**src/rtl/mem_request_unit.sv**
```systemverilog
// Memory-stage requester: holds one load/store/LL/SC until dhit, stalls the pipeline
// meanwhile, sequences halt-and-flush, and keeps saturating load/store/wait counters.
module mem_request_unit #(
    parameter int CNT_W = 16
) (
    input  logic             CLK,
    input  logic             RST,
    input  logic             op_valid,
    input  logic             op_ren,
    input  logic             op_wen,
    input  logic             op_atomic,
    input  logic             op_halt,
    input  logic [31:0]      op_addr,
    input  logic [31:0]      op_wdata,
    input  logic             dhit,
    input  logic [31:0]      dmemload,
    input  logic             flushed,
    output logic             dmemREN,
    output logic             dmemWEN,
    output logic             datomic,
    output logic [31:0]      dmemaddr,
    output logic [31:0]      dmemstore,
    output logic             halt,
    output logic             stall,
    output logic [31:0]      rdata,
    output logic             rdata_valid,
    output logic             op_err,
    output logic             done,
    output logic [CNT_W-1:0] load_cnt,
    output logic [CNT_W-1:0] store_cnt,
    output logic [CNT_W-1:0] wait_cnt
);

    typedef enum logic [1:0] {IDLE, REQ, HALT_WAIT, HALTED} state_e;

    state_e            state_q, state_d;
    logic              rd_q, rd_d, wr_q, wr_d, atomic_q, atomic_d;
    logic [31:0]       addr_q, addr_d, wdata_q, wdata_d, rdata_q, rdata_d;
    logic [CNT_W-1:0]  load_cnt_q, load_cnt_d, store_cnt_q, store_cnt_d, wait_cnt_q, wait_cnt_d;

    logic in_req, op_legal, op_bad, read_hit, stall_c;

    function automatic logic [CNT_W-1:0] sat_inc(input logic [CNT_W-1:0] c);
        return (c == {CNT_W{1'b1}}) ? c : c + {{(CNT_W-1){1'b0}}, 1'b1};
    endfunction

    // op_halt outranks the direction bits, so halt ops are never flagged as errors.
    assign op_legal = op_valid && !op_halt && (op_ren ^ op_wen) && (op_addr[1:0] == 2'b00);
    assign op_bad   = op_valid && !op_halt && ((op_ren && op_wen) || (op_addr[1:0] != 2'b00));
    assign in_req   = (state_q == REQ);
    assign read_hit = in_req && rd_q && dhit;

    always_comb begin
        // NOTE: every _d gets a default before the case, so no path can infer a latch.
        state_d     = state_q;
        rd_d        = rd_q;
        wr_d        = wr_q;
        atomic_d    = atomic_q;
        addr_d      = addr_q;
        wdata_d     = wdata_q;
        rdata_d     = read_hit ? dmemload : rdata_q;
        load_cnt_d  = load_cnt_q;
        store_cnt_d = store_cnt_q;
        wait_cnt_d  = wait_cnt_q;
        stall_c     = 1'b0;
        case (state_q)
            IDLE: begin
                if (op_valid && op_halt) begin
                    state_d = HALT_WAIT;
                    stall_c = 1'b1;
                end else if (op_legal) begin
                    state_d  = REQ;
                    rd_d     = op_ren;
                    wr_d     = op_wen;
                    atomic_d = op_atomic;
                    addr_d   = {op_addr[31:2], 2'b00};
                    wdata_d  = op_wdata;
                    stall_c  = 1'b1;
                end
            end
            REQ: begin
                if (dhit) begin
                    state_d = IDLE;
                    if (rd_q) load_cnt_d = sat_inc(load_cnt_q);
                    if (wr_q) store_cnt_d = sat_inc(store_cnt_q);
                end else begin
                    stall_c    = 1'b1;
                    wait_cnt_d = sat_inc(wait_cnt_q);
                end
            end
            HALT_WAIT: begin
                stall_c = 1'b1;
                if (flushed) state_d = HALTED;
            end
            default: stall_c = 1'b1;
        endcase
    end

    always_ff @(posedge CLK) begin
        // NOTE: the held request and rdata are reset too, since every output must read 0 after RST.
        if (RST) begin
            state_q     <= IDLE;
            rd_q        <= 1'b0;
            wr_q        <= 1'b0;
            atomic_q    <= 1'b0;
            addr_q      <= '0;
            wdata_q     <= '0;
            rdata_q     <= '0;
            load_cnt_q  <= '0;
            store_cnt_q <= '0;
            wait_cnt_q  <= '0;
        end else begin
            state_q     <= state_d;
            rd_q        <= rd_d;
            wr_q        <= wr_d;
            atomic_q    <= atomic_d;
            addr_q      <= addr_d;
            wdata_q     <= wdata_d;
            rdata_q     <= rdata_d;
            load_cnt_q  <= load_cnt_d;
            store_cnt_q <= store_cnt_d;
            wait_cnt_q  <= wait_cnt_d;
        end
    end

    // Outputs are forced low while RST is asserted so that no state leaks out during reset.
    assign dmemREN     = !RST && in_req && rd_q;
    assign dmemWEN     = !RST && in_req && wr_q;
    assign datomic     = !RST && in_req && atomic_q;
    assign dmemaddr    = (!RST && in_req) ? addr_q : 32'h0;
    assign dmemstore   = (!RST && in_req && wr_q) ? wdata_q : 32'h0;
    assign rdata_valid = !RST && read_hit;
    assign rdata       = RST ? 32'h0 : rdata_d;
    assign stall       = !RST && stall_c;
    assign op_err      = !RST && (state_q == IDLE) && op_bad;
    assign halt        = !RST && ((state_q == HALT_WAIT) || (state_q == HALTED));
    assign done        = !RST && (state_q == HALTED);
    assign load_cnt    = load_cnt_q;
    assign store_cnt   = store_cnt_q;
    assign wait_cnt    = wait_cnt_q;

endmodule
```
**config.mk**
```make
export PLATFORM = sky130hd
export DESIGN_NAME = mem_request_unit
export DESIGN_NICKNAME = d
export VERILOG_FILES = /design/src/rtl/mem_request_unit.sv
export SDC_FILE = /design/constraint.sdc
export NUM_CORES = 1
export LEC_CHECK = 0
export ABC_CLOCK_PERIOD_IN_PS = 6110
export CAP_MARGIN = 20
export CORE_MARGIN = 2
export CORE_UTILIZATION = 40
export CTS_CLUSTER_SIZE = 25
export DETAILED_ROUTE_END_ITERATION = 6
export GPL_ROUTABILITY_DRIVEN = 0
export GPL_TIMING_DRIVEN = 0
export PLACE_DENSITY = 0.75
export REMOVE_ABC_BUFFERS = 1
export SKIP_CTS_REPAIR_TIMING = 1
export SLEW_MARGIN = 20
export SYNTH_ARGS = -nofsm -noshare
export SYNTH_HDL_FRONTEND = slang
export SYNTH_SLANG_ARGS = --single-unit
```
**constraint.sdc**
```tcl
create_clock -name CLK -period 6.11 [get_ports CLK]
set_input_delay 1.222 -clock CLK [delete_from_list [all_inputs] [get_ports CLK]]
set_output_delay 1.222 -clock CLK [all_outputs]
set_load 0.03 [all_outputs]
```
## Yosys cells after proc, flatten, opt, wreduce, memory -nomap -nowiden

Cells that the tools add are included.

| cells by class | value |
|---|---|
| add/sub/neg operators | 3 |
| eq/ne operators | 9 |
| mux-type cells | 13 |
| bitwise operators | 6 |
| reduce and logical (&&, ||, !) cells | 31 |

Operators with widths:

| kind | number |
|---|---|
| 32-bit 2-to-1 mux | 4 |
| 16-bit by 1-bit adder with 16-bit output, second input constant | 3 |
| 16-bit equality test, second input constant | 3 |
| 1-bit logical AND | 18 |
| 4-bit AND reduction | 3 |
| 2-bit 2-to-1 mux | 4 |
| 2-bit one-hot mux with 3 select lines | 1 |
| 3-bit AND reduction | 2 |
| 1-bit NOT | 5 |
| 2-bit equality test, second input constant | 2 |
| 2-bit zero test | 2 |
| 2-bit != test, second input constant | 2 |
| 1-bit 2-to-1 mux | 3 |
| 3-bit != test, second input constant | 1 |
| 3-bit nonzero test | 1 |
| 2-bit by 1-bit equality test with 1-bit output, second input constant | 1 |
| 1-bit zero test | 2 |
| 1-bit logical OR | 2 |
| 1-bit one-hot mux with 2 select lines | 1 |
| 2-bit nonzero test | 1 |
| 1-bit XOR | 1 |

| word-level totals | value |
|---|---|
| flip-flop bits (word level) | 147 |
| input port bits | 105 |
| output and inout port bits | 152 |
| word-level logic and storage cells | 72 |

## Longest topological paths before layout

| logic depth | value |
|---|---|
| word-level depth | 8 |
| mapped depth | 8 |
| depth with buffers taken out | 6 |

## Least setup slack after synthesis

OpenSTA, ideal clock, no wires.

| timing | value |
|---|---|
| path type | input to output |
| start | input port RST |
| end | output port op_err |
| arrival | 2.578 ns |
| required time | 4.888 ns |
| setup slack | 2.310 ns |
| stages | 3 |
| buffers on the path | 2 |
| path through | clkbuf_1 > clkbuf_1 > nor4_1 |

| on the way | value |
|---|---|
| longest elaborated chain between the ends | 3 |

RTL lines:

| element | RTL line | RTL |
|---|---|---|
| start: declaration | 7 | `input logic RST,` |
| 1-bit zero test | 135 | `assign op_err = !RST && (state_q == IDLE) && op_bad;` |
| 1-bit logical AND (2 in a row) | 135 |  |
| end: declaration | 27 | `output logic op_err,` |

No other way between the ends.

## Worst setup path in the final report

| timing | value |
|---|---|
| start | input port dhit |
| end | output port rdata[19] |

| on the way | value |
|---|---|
| longest elaborated chain between the ends | 3 |

RTL lines:

| element | RTL line | RTL |
|---|---|---|
| start: declaration | 15 | `input logic dhit,` |
| 1-bit logical AND | 51 | `assign read_hit = in_req && rd_q && dhit;` |
| 32-bit 2-to-1 mux | 61 | `rdata_d = read_hit ? dmemload : rdata_q;` |
| 32-bit 2-to-1 mux | n/a |  |
| end: declaration | 25 | `output logic [31:0] rdata,` |

No other way between the ends.

==> metrics.txt <==
total grt overflow=0; clk buf depth=2; register share of total power=between 40% and 50%; remaining antenna violation count=0; TritonCTS buffer count=17; I/O pin total=about 260; Leakage=0.003321 µW; Layout Skew=around 8 ps; area grow syn2layout=51.27%; Max FO, Critical Path=38; largest family of logic cells by synthesized area=simple AND/OR/NAND/NOR gates; syn avg cell area=between 7 and 8 µm²; post-synthesis xor/xnor area fraction=0%; number of antenna diodes=0; CTS clk-pin slew, worst paths=60 ps; clk root buf=clkbuf_16; RR Startpoint=state_q[1]; Iter 0 DRT Violations=between 400 and 500; Fin. Hold Viols=0; top area cells in the synthesized netlist=dfxtp_1 45%, nand2_1 13%, a21oi_1 10%; Worst Hold Margin=~450 ps; switching power=515.3 µW; Hold WC Path Type=reg -> reg; pwr/cell area=~220 nW/µm²; detailed placement HPWL=about 13000 µm; antenna violations before repair=0; post-synthesis cell type count=45; Worst-Margin Slew=slightly above 900 ps; capture point of the worst path=rdata[19]; FF-to-FF setup slack=3400 ps; Synth Instances=a little over 800; drt wl/cell=14.95 µm; pins over their slew limit=0; Mapped Area=about 6500 µm²; CTS tree=built; Critical Path RT=about 5000 ps; r2r worst-path depth=7; H-tree Lvls=4; total die area=between 15000 and 20000 µm²; PortBufs=approximately 250; DRT Pass-1 Iters=4; site row count=46; VDD IR max=0.1897 mV; endpoints failing setup=0; largest net degree at the start of global routing=between 70 and 80; unrepaired setup endpoints after global routing=no; Main synth FF type=dfxtp_1; Final Util=61.86%; # DRC=0; Simple-Gate Fraction of Synth Area=between 30 and 40%; Starting Density=a little over 40%; core box area=about 16000 µm²; count leader, synth=nand2_1; max-cap viol count=0; first-pass GRT wire length=approximately 31000 µm; Max Clk Rate=204.0 MHz; Synth top cells by count=220 x nand2_1, 147 x dfxtp_1, 130 x a21oi_1; Syn. warnings=0; vias=~6600; Tcrit/Tclk final=between 80 and 90%; Setup crit start=dhit; sw frac=23.80%; Final nets=approximately 1200; cell accounting for the most synthesized area=dfxtp_1; clk sink count=around 150; Worst setup SP type=input pin; Internal=about 1700 µW; Seq/Total Area, Yosys=a little under half; clock network fraction of design power=~44%; routed wire length=approximately 19000 µm; Worst setup EP type=output port; die width=between 100 and 150 µm; Synth Area in Compound Gates=approximately 16%; adder-cell area share of the yosys netlist=roughly 1.5%; post-synth top area share=between 40 and 50%; clk_lat worst skew=410 ps; arrival time at the worst endpoint=between 3000 and 4000 ps; worst setup path class=in -> out; Die Y=131.2 µm; GRT Total Usage=22.07%; Gate power share=approximately a tenth; mux cell area share after synthesis=around 1.3%; Final min period=4903 ps; relative slew slack=between 30% and 40%; Synth Register Bits=147; async set-reset flop share out of synthesis=0%; number of global-route vias before repair=slightly above 6000; share of cells above drive strength 1=under 10%; status=completed; Via-to-Cell Ratio=5.145; EDFF count, synth=0; Worst R2R End=load_cnt[11]
## cell usage in the layout (no fill, tap or decap), types with 5 or more instances in the layout
| cell | Yosys | routed |
|---|---|---|
| a21oi_1 | 130 | 130 |
| and2_1 | 33 | 33 |
| and3_1 | 37 | 36 |
| clkbuf_16 | 0 | 17 |
| clkdlybuf4s50_1 | 0 | 253 |
| dfxtp_1 | 147 | 146 |
| ha_1 | 8 | 8 |
| inv_1 | 12 | 12 |
| mux2i_1 | 6 | 6 |
| nand2_1 | 220 | 220 |
| nand3_1 | 17 | 16 |
| nand4_1 | 14 | 14 |
| nor2_1 | 11 | 11 |
| nor2b_1 | 6 | 5 |
| nor4_1 | 7 | 7 |
| o21a_1 | 5 | 5 |
| o21ai_0 | 19 | 19 |
| o31ai_1 | 18 | 18 |
| or3_1 | 18 | 18 |
| or4_1 | 21 | 21 |
## power by group through the flow
stage               Combinational (µW)  Clock, µW  Sequential, µW
detailed placement                 223          0            1010
global placement                   211          0            1010
finish                             224        957             985
global route                       244       1020             987
floorplan                         84.0          0            1010
CTS                                224        976             985
## critical path, stage by stage
cell and delay [ps]:
clkdlybuf4s50_1 650, and3_2 720, nand2_1 120, a21oi_1 210, clkdlybuf4s50_1 740
## stage by stage
stage / TNS, ps / power, µW / instances / area (µm²) / setup slack [ps]
finish: 0 / 2165 / 1283 / 9791 / 1207
global route: 0 / 2246 / 1283 / 9791 / 1045
CTS: 0 / 2186 / 1283 / 9781 / 1192
detailed placement: 0 / 1229 / 1253 / 9245 / 1191
global placement: -666450 / 1216 / 1243 / 9062 / -6250
floorplan: 0 / 1091 / 773 / 6250 / 546.9
## layer usage
layer | GRT usage, % | vias to the layer above | routed length (µm)
li1 | - | 3334 | -
met4 | 6.884 | 0 | 389
met1 | 27.97 | 3079 | 8498
met2 | 37.60 | 161 | 9413
met5 | 0 | - | 0
met3 | 4.745 | 27 | 876
## how the worst min path moves through the flow
stage                       end  slack, ps   startpoint  depth (start not counted)
floorplan            addr_q[10]        430   addr_q[10]                          2
global placement    wdata_q[11]        440  wdata_q[11]                          2
detailed placement   addr_q[20]        440   addr_q[20]                          2
CTS                  addr_q[20]        450   addr_q[20]                          2
global route        wdata_q[18]        470  wdata_q[18]                          2
finish                addr_q[5]        450    addr_q[5]                          2
## logic make-up after synthesis
group,after synthesis
muxes,8
and+or+nand+nor,406
DFF,147
adders and majority gates,8
AOI/OAI and AO/OA,189
other,1
buffers and inverters,70
## flip-flops by register name, summed over array words and instances, names as in the netlist
name       cells
addr_q        30
atomic_q       1
load_cnt      16
rd_q           1
rdata_q       32
state_q        2
store_cnt     16
wait_cnt      16
wdata_q       32
wr_q           1
## cell type report
class | count | area, µm²
clock buffer | 21 | 450.4
clock inverter | 9 | 85.08
fill | 1388 | 6037
inverter | 13 | 48.80
multi-input combinational | 613 | 3297
sequential | 147 | 2944
tap | 216 | 270.3
timing repair buffer | 264 | 2695
Note: power is estimated with default switching activity, not from simulation.
